`src/rtl/nrzi_deserialize.sv`:
```
// nrzi_deserialize
//   NRZI receive stage: decodes 0..IN_WIDTH line bits per cycle to NRZ
//   (1 = transition) and packs the variable-rate stream into OUT_WIDTH-bit
//   words, oldest bit in the MSB.
//
// Parameters
//   IN_WIDTH    maximum line bits per cycle (1 <= IN_WIDTH <= OUT_WIDTH)
//   OUT_WIDTH   bits per emitted word
//   ACT_TIMEOUT valid bits without a transition before `active` drops
//               (only meaningful with NRZI_ACTIVITY_EN)
//
// Ports
//   clk         rising-edge clock
//   rst         asynchronous active-high reset
//   nrzi        line bits, bit IN_WIDTH-1 oldest; valid bits at the top
//   nrzi_valid  number of valid line bits this cycle (clamped to IN_WIDTH)
//   resync      discard buffered bits; this cycle's bits start a new word
//   nrz         decoded word, MSB = oldest bit; holds between strobes
//   nrz_valid   one-cycle strobe marking a new word on `nrz`
//   active      line activity indication
//
// Configuration
//   NRZI_ACTIVITY_EN  when defined, builds the activity counter; otherwise
//                     `active` is tied to 1.

module nrzi_deserialize #(
    parameter int IN_WIDTH    = 2,
    parameter int OUT_WIDTH   = 5,
    parameter int ACT_TIMEOUT = 64
) (
    input  logic                          clk,
    input  logic                          rst,
    input  logic [IN_WIDTH-1:0]           nrzi,
    input  logic [$clog2(IN_WIDTH+1)-1:0] nrzi_valid,
    input  logic                          resync,
    output logic [OUT_WIDTH-1:0]          nrz,
    output logic                          nrz_valid,
    output logic                          active
);

    localparam int FW    = $clog2(OUT_WIDTH + 1);
    localparam int CMB_W = OUT_WIDTH + IN_WIDTH;

    if (IN_WIDTH < 1 || IN_WIDTH > OUT_WIDTH || ACT_TIMEOUT < 1) begin : g_param_check
        $error("nrzi_deserialize: illegal parameter combination");
    end

    logic                 nrzi_last, nrzi_last_n;
    // pack_buf[j] is the j-th oldest buffered decoded bit; bits >= fill are stale.
    logic [OUT_WIDTH-1:0] pack_buf, pack_buf_n;
    logic [FW-1:0]        fill, fill_n;
    logic [OUT_WIDTH-1:0] nrz_n;
    logic                 emit;
    // dec[i] is the i-th oldest decoded bit of this cycle; zero beyond k.
    logic [IN_WIDTH-1:0]  dec;
    logic [CMB_W-1:0]     comb;
    logic                 prev;
    int unsigned          k;
    int unsigned          base;
    int unsigned          total;

    always_comb begin
        k           = (32'(nrzi_valid) > IN_WIDTH) ? IN_WIDTH : 32'(nrzi_valid);
        dec         = '0;
        prev        = nrzi_last;
        nrzi_last_n = nrzi_last;
        for (int unsigned i = 0; i < IN_WIDTH; i++) begin
            if (i < k) begin
                dec[i]      = nrzi[IN_WIDTH-1-i] ^ prev;
                prev        = nrzi[IN_WIDTH-1-i];
                nrzi_last_n = prev;
            end
        end

        // resync drops the buffered bits, so new bits land at position 0.
        base = resync ? 0 : 32'(fill);
        comb = '0;
        for (int unsigned j = 0; j < OUT_WIDTH; j++) begin
            if (j < base) comb[j] = pack_buf[j];
        end
        for (int unsigned i = 0; i < IN_WIDTH; i++) begin
            if (i < k) comb[base+i] = dec[i];
        end
        total = base + k;

        emit       = !resync && (total >= OUT_WIDTH);
        nrz_n      = nrz;
        pack_buf_n = '0;
        if (emit) begin
            for (int unsigned j = 0; j < OUT_WIDTH; j++) begin
                nrz_n[OUT_WIDTH-1-j] = comb[j];
            end
            // Leftover bits (fewer than IN_WIDTH) shift down to the buffer head.
            for (int unsigned j = 0; j < IN_WIDTH; j++) begin
                pack_buf_n[j] = comb[j+OUT_WIDTH];
            end
            fill_n = FW'(total - OUT_WIDTH);
        end else begin
            pack_buf_n = comb[OUT_WIDTH-1:0];
            fill_n     = FW'(total);
        end
    end

    always_ff @(posedge clk or posedge rst) begin
        if (rst) begin
            nrzi_last <= 1'b0;
            pack_buf  <= '0;
            fill      <= '0;
            nrz       <= '0;
            nrz_valid <= 1'b0;
        end else begin
            nrzi_last <= nrzi_last_n;
            pack_buf  <= pack_buf_n;
            fill      <= fill_n;
            nrz       <= nrz_n;
            nrz_valid <= emit;
        end
    end

`ifdef NRZI_ACTIVITY_EN
    localparam int CW = $clog2(ACT_TIMEOUT + 1);

    logic [CW-1:0] act_cnt, act_cnt_n;
    logic          seen_one, seen_one_n;
    logic          any_one;

    always_comb begin
        any_one    = |dec;
        seen_one_n = seen_one | any_one;
        if (any_one) begin
            act_cnt_n = '0;
        end else if (32'(act_cnt) + k >= ACT_TIMEOUT) begin
            act_cnt_n = CW'(ACT_TIMEOUT);
        end else begin
            act_cnt_n = CW'(32'(act_cnt) + k);
        end
    end

    always_ff @(posedge clk or posedge rst) begin
        if (rst) begin
            act_cnt  <= '0;
            seen_one <= 1'b0;
            active   <= 1'b0;
        end else begin
            act_cnt  <= act_cnt_n;
            seen_one <= seen_one_n;
            active   <= seen_one_n && (32'(act_cnt_n) < ACT_TIMEOUT);
        end
    end
`else
    assign active = 1'b1;
`endif

endmodule

```
`config.mk`:
```
export PLATFORM = sky130hd
export DESIGN_NAME = nrzi_deserialize
export DESIGN_NICKNAME = d
export VERILOG_FILES = /design/src/rtl/nrzi_deserialize.sv
export SDC_FILE = /design/constraint.sdc
export NUM_CORES = 1
export LEC_CHECK = 0
export BUFFER_PORTS_ARGS = -buffer_cell sky130_fd_sc_hd__buf_2
export CAP_MARGIN = 20
export CELL_PAD_IN_SITES_DETAIL_PLACEMENT = 1
export CELL_PAD_IN_SITES_GLOBAL_PLACEMENT = 1
export CORE_ASPECT_RATIO = 0.7
export CORE_MARGIN = 5
export CORE_UTILIZATION = 33
export DETAILED_ROUTE_END_ITERATION = 12
export PLACE_DENSITY_LB_ADDON = 0.12
export SLEW_MARGIN = 25
export SYNTH_ARGS = -nofsm -noshare
export SYNTH_HDL_FRONTEND = slang
export SYNTH_SLANG_ARGS = --single-unit
```
`constraint.sdc`:
```
create_clock -name clk -period 4.4 [get_ports clk]
set_input_delay 0.88 -clock clk [delete_from_list [all_inputs] [get_ports clk]]
set_output_delay 0.88 -clock clk [all_outputs]
set_load 0.05 [all_outputs]
```
==> results.md, run 1 <==
* Via count at between 900 and 1000
* Outcome: finished, final reports clean
* Initial antenna violation count at 0
* Chip Width at roughly 83 µm
* # rows at 18
* Post-synth cell types at 44
* Nets at 152
* Hold EP: nrz[1]
* Synth area leaders: dfrtp_1 31%, mux2i_1 6.5%, ha_1 6.1%
* Yosys warns at 0
* Worst min-delay path class: register to register
* Max Cap Viol at 0
* Tcrit/Tclk final at between 60 and 70%
* Largest net degree at the start of global routing at 18
* Pre-CTS setup slack at ~1200 ps
* Filler cell count at ~440
* Syn_area_per_cell at 9.270 µm²
* Mapped Nets at ~150
* Placer Congestion at between 0.8 and 0.9
* Final core occ at a little under two fifths
* R2R setup slack at around 1700 ps
* Reg2Reg Depth at 10
* Post-route DRC at 0
* Clk Latency, worst-skew pair at 250 ps
* Antenna diode count at 0
* PwrDens at roughly 540 nW/µm²
* Most common cell in the netlist: dfrtp_1
* Final worst slack at between 1000 and 1500 ps
* Drt first-iter violations at 44
* Worst R2R Start: fill[0]
* Core Footprint at between 3000 and 4000 µm²
* CP Launch Type: primary input
* Hold Vio Cnt, Final at 0
* Initial Util at between 30% and 40%
* Post-DP Area at 1289 µm²
* DP Wirelength at between 2 and 3 mm
* Mapped Cells at 132
* Pre-antenna DRT Iters at 4
* Worst clock skew at between 5 and 6 ps
* Top cell type by total area after synthesis: dfrtp_1
* Post-synthesis async set-or-reset flop share at 100.0%
* Layout cell share with drive strength beyond 1 at approximately 22%
* Crit-path slowest cell: mux2_2
* Final ANT Viol Nets at 0
* CTS tree: yes
* VDD IR-drop max at 0.3183 mV
* Post-Syn Area at 1224 µm²
* Slew @ Worst Pin at 588.4 ps
* Worst EP required at 4530 ps
* Longest Clk Path Bufs at 2
* Total global-route track usage at approximately 14%
* Rel. slew slack at approximately three fifths
* Post-CTS sizing at 0
* Die Y-Extent at roughly 60 µm
* Vias per inst at between 5 and 6
* Sequential area share after synthesis at a little over 30%
* Crit-path max FO at 17
* R2r endpoint: nrz[0]
* Setup CP Type: primary input to register
* Fin area at ~1300 µm²
* Die area at ~5000 µm²
* Most common library cells after synthesis: 15 x dfrtp_1, 10 x nor2_1, 9 x inv_1
* Top cell type's share of synthesized area at just over 30%
* Cells on Worst Hold Path at 2
* Post-layout min period at roughly 2900 ps
* H-tree depth at 1
* Fmax at between 300 and 400 MHz
* Sink Count at 15
* Synth Flop Type: dfrtp_1
* CP endpoint kind: register
* Synthesis-stage register bit count at 15
* First-pass GRT wire length at about 5.2 mm
* Vias in the first global route at approximately 1000
* Clock root cell: clkbuf_8
* # Post-CTS Setup Buffers at 0
* Hold Startpoint: nrz[1]
* Setup violators final at 0
* CTS Buf Count at 3
* Setup TNS Final at 0 ps
* Total grt overflow at 0
* Max-slew violation count at 0
* CP Cell Sequence: buf_2 > nor2b_1 > ha_1 > xnor2_1 > xnor2_1 > ha_1 > inv_1 > a21o_1 > a21o_2 > inv_6 > mux2_2
* Static Leak at between 0.0006 and 0.0007 µW
* Number of synthesized flops with an enable pin at 0
* Boundary pin count at 14
* Setup repair after global routing missed its margin: false
* DR WL/cell at between 15 and 20 µm
* Drt total wl at approximately 3.2 mm
* Clk pin slew, worst setup/hold paths at 60 ps
* CP Data Arrival Time at between 3000 and 4000 ps
* Critical path's largest stage delay at between 300 and 400 ps
* Hold_buf cts at 0
* I/O Buffers at 12
* Layout area overhead at 8.998%
[per-layer routing]
layer	track usage [%]	wire [µm]	share of wire [%]
met1	19.41	1596	50
met2	23.29	1491	46
met3	4.154	127	3.9
met4	0.6993	6	0.19
met5	0	0	0
[flip-flops by register name (all words and copies together), names as in the netlist]
signal	cells
nrz	5
pack_buf	5
fill	3
nrz_valid	1
nrzi_last	1
[layout by cell type (no fill, tap or decap), types with 5 or more instances in the layout]
master,instances
dfrtp_1,15
buf_2,12
nor2_1,10
inv_1,9
mux2i_1,8
nand2_1,7
ha_1,6
xnor2_1,5
o21ai_0,5
[through the flow]
step                power [µW]  hold WS, ps  cells
floorplan                522.5        601.2    132
global placement         600.3        488.7    184
detailed placement       613.3        513.6    184
CTS                      728.0        527.7    188
global route             768.3        543.3    188
finish                   719.5        521.7    188
[worst max-delay path, delay by kind of cell]
family	cells	cell delay, ps
fa+ha+maj	2	450
compound gates	2	400
mux	1	340
buf+inv	3	460
xor+xnor	2	440
simple gates	1	90
[area by class of cell]
class	instances	area, µm²	area share [%]
Sequential cell	15	375.4	28.14
Tap cell	50	62.56	4.690
Clock buffer	4	45.04	3.377
Timing Repair Buffer	12	60.06	4.503
Multi-Input combinational cell	96	744.5	55.82
Inverter	11	46.29	3.471
[worst max-delay path by stage]
stage | cells after the start | end | start
floorplan | 12 | nrz[0] | nrzi_valid[1]
global placement | 11 | nrz[0] | nrzi_valid[1]
detailed placement | 11 | nrz[4] | nrzi_valid[1]
CTS | 11 | nrz[0] | nrzi_valid[1]
global route | 11 | nrz[0] | nrzi_valid[1]
finish | 11 | nrz[0] | nrzi_valid[1]
[cell families (layout without fill, tap and decap cells)]
| group | count (synthesis) | in the layout | share of synthesized area, % |
|---|---|---|---|
| AND/OR/NAND/NOR | 41 | 41 | 20.24 |
| AO/OA/AOI/OAI | 26 | 26 | 15.34 |
| flip-flops | 15 | 15 | 30.67 |
| multiplexers | 13 | 13 | 11.76 |
| XOR/XNOR | 9 | 9 | 7.056 |
| buffers and inverters | 21 | 27 | 8.486 |
| adder cells (fa/ha/maj) | 6 | 6 | 6.135 |
| other | 1 | 1 | 0.3065 |
[power breakdown]
group          internal, µW  switching (µW)  total, µW
sequential              182            60.9        243
combinational           139             227        365
clock                  64.1            47.2        111
Power figures use the tool's default switching activity.
==> run 2: changes to the inputs <==
- clock period: 4.4 -> 2.4 ns (I/O delays scaled with it)
==> results.md, run 2 (synthesis results as in run 1) <==
* Outcome: finished, final reports clean
* Sink Count at 15 (unchanged)
* Placed cells at 198 (+7.6%)
* Post-DP Area at 1426 µm² (+11%)
* Initial antenna violation count at 0 (unchanged)
* H-tree depth at 1 (unchanged)
* Slew @ Worst Pin at 591.0 ps (+2.592 ps)
* Drt total wl at 3.145 mm (-2.4%)
* Core Footprint at 3558 µm² (unchanged)
* CP Cell Sequence: nor2b_4 > ha_2 > xnor2_2 > xnor2_1 > ha_2 > inv_1 > a21o_1 > a21o_4 > inv_8 > mux2_4
* Total power at 1431 µW (+99%)
* # Post-CTS Setup Buffers at 0 (unchanged)
* Clock root cell: clkbuf_8
* PwrDens at 972.2 nW/µm² (+80%)
* Non-Filler Instances at 202 (+7.4%)
* Reg2Reg Depth at 10 (unchanged)
* Worst EP required at 2540 ps (-1990 ps)
* Commonest cells after routing, fill and taps aside: 15 x dfrtp_1, 14 x buf_4, 12 x buf_2
* Nets at 166 (+9.2%)
* Layout area overhead at 20.25%
* CP Data Arrival Time at 2440 ps (-620 ps)
* Smallest hold slack at 274.6 ps (-247.0 ps)
* Vias per inst at 4.970 (-1.7%)
* Final core occ at 41.35% (+3.9 points)
* Longest Clk Path Bufs at 2 (unchanged)
* Fmax at ~440 MHz
* Setup repair after global routing missed its margin: false
* R2R setup slack at 100 ps (-1550 ps)
* Top cell by count, worst path: ha_2
* Top delay family on crit path: XOR/XNOR gates
* VDD IR-drop max at 0.5397 mV (+70%)
* DR WL/cell at 15.57 µm (-9.1%)
* DP Wirelength at 2.524 mm (+0.12%)
* First-pass GRT wire length at 5.375 mm (+2.8%)
* Die area at 5045 µm² (unchanged)
* Worst clock skew at 1.942 ps (-3.775 ps)
* Rel. slew slack at 60.56% (-0.17 points)
* R2r endpoint: nrz[0]
* Clk pin slew, worst setup/hold paths at 60 ps (about the same)
* Tcrit/Tclk final at between 90% and 100%
* Final ANT Viol Nets at 0 (unchanged)
* Setup CP Type: register to register
* Boundary pin count at 14 (unchanged)
* Post-route DRC at 0 (unchanged)
* Pre-antenna DRT Iters at 4 (unchanged)
* Total grt overflow at 0 (unchanged)
* Via count at 1004 (+5.6%)
* Largest net degree at the start of global routing at 17 (-1)
* Layout cell share with drive strength beyond 1 at 31.58% (+9.1 points)
* Total global-route track usage at 14.40% (+0.27 points)
* Hold_buf cts at 0 (unchanged)
* Chip Width at 82.78 µm (unchanged)
* Max Cap Viol at 0 (unchanged)
* Antenna diode count at 0 (unchanged)
* CP Launch Type: register
* Max-slew violation count at 0 (unchanged)
* # rows at 18 (unchanged)
* Crit-path slowest cell: dfrtp_1
* CTS Buf Count at 3 (unchanged)
* Critical path's largest stage delay at 370 ps (+30 ps)
* Hold Vio Cnt, Final at 0 (unchanged)
* CTS tree: yes
* Initial Util at 34.39% (unchanged)
* Crit path buf inv count at 2 (-1)
* Post-layout min period at around 2300 ps
* Placer Congestion at 0.7955 (-4.8%)
* CP endpoint kind: register
* Crit-path max FO at 7 (-10)
* Commonest non-fill, non-tap cell in the layout: dfrtp_1
* Worst R2R Start: fill[0]
* Worst min-delay path class: primary input to async pin
* Die Y-Extent at 60.95 µm (unchanged)
* Fin area at 1471 µm² (+10%)
* Post-CTS sizing at 0 (unchanged)
* Static Leak at 0.0006944 µW (+13%)
* Top flop regs: nrz: 5 flops, pack_buf: 5 flops, fill: 3 flops
* I/O Buffers at 12 (unchanged)
* Drt first-iter violations at 49 (+11%)
* Setup violators final at 0 (unchanged)
* Clk Latency, worst-skew pair at 260 ps (about the same)
* Vias in the first global route at 1021 (+2.4%)
run 2: cell types whose count changed in the layout (fill, tap and decap cells not counted), sizes merged:
cell,change
buf,+14
run 2: how the worst max path moves through the flow:
stage / start / end / cells past startpoint
4_1_cts: fill[0] / nrz[0] / 10
6_report: fill[0] / nrz[0] / 10
3_5_place_dp: nrzi_valid[0] / nrz[4] / 11
2_1_floorplan: nrzi_valid[1] / nrz[0] / 12
3_3_place_gp: nrzi_valid[0] / pack_buf[0] / 11
5_1_grt: fill[0] / nrz[0] / 10
run 2: where the power goes:
part	switching (µW)	total, µW	internal, µW
Combinational	489	829	340
Clock	98.4	217	118
Sequential	50.8	385	335
run 2: final cells by class:
type / count / area [µm²]
Multi-Input combinational cell: 96 / 774.5
Tap cell: 50 / 62.56
Inverter: 11 / 48.80
Sequential cell: 15 / 375.4
Fill cell: 433 / 2087
Timing Repair Buffer: 26 / 165.2
Clock buffer: 4 / 45.04
run 2: per-stage QoR:
stage | worst slack, ps | TNS, ps
after CTS | 84.53 | 0
after global routing | 14.80 | 0
final | 104.2 | 0
after global placement | -7.291 | -21.25
after detailed placement | -115.2 | -635.8
after floorplan | -78.25 | -234.7
run 2: worst reg2reg max path: stages, from the launching register on:
cell and delay, ps:
dfrtp_1 370, nor2b_4 130, ha_2 210, xnor2_2 140, xnor2_1 310, ha_2 240, inv_1 40, a21o_1 150
a21o_4 220, inv_8 80, mux2_4 290
run 2: routing by layer:
layer | vias to the layer above | GRT usage (%) | share of wire, %
li1 | 498 | - | -
met1 | 487 | 20.92 | 50
met2 | 16 | 22.03 | 45
met3 | 3 | 3.709 | 4.3
met4 | 0 | 2.098 | 0.60
met5 | - | 0 | 0
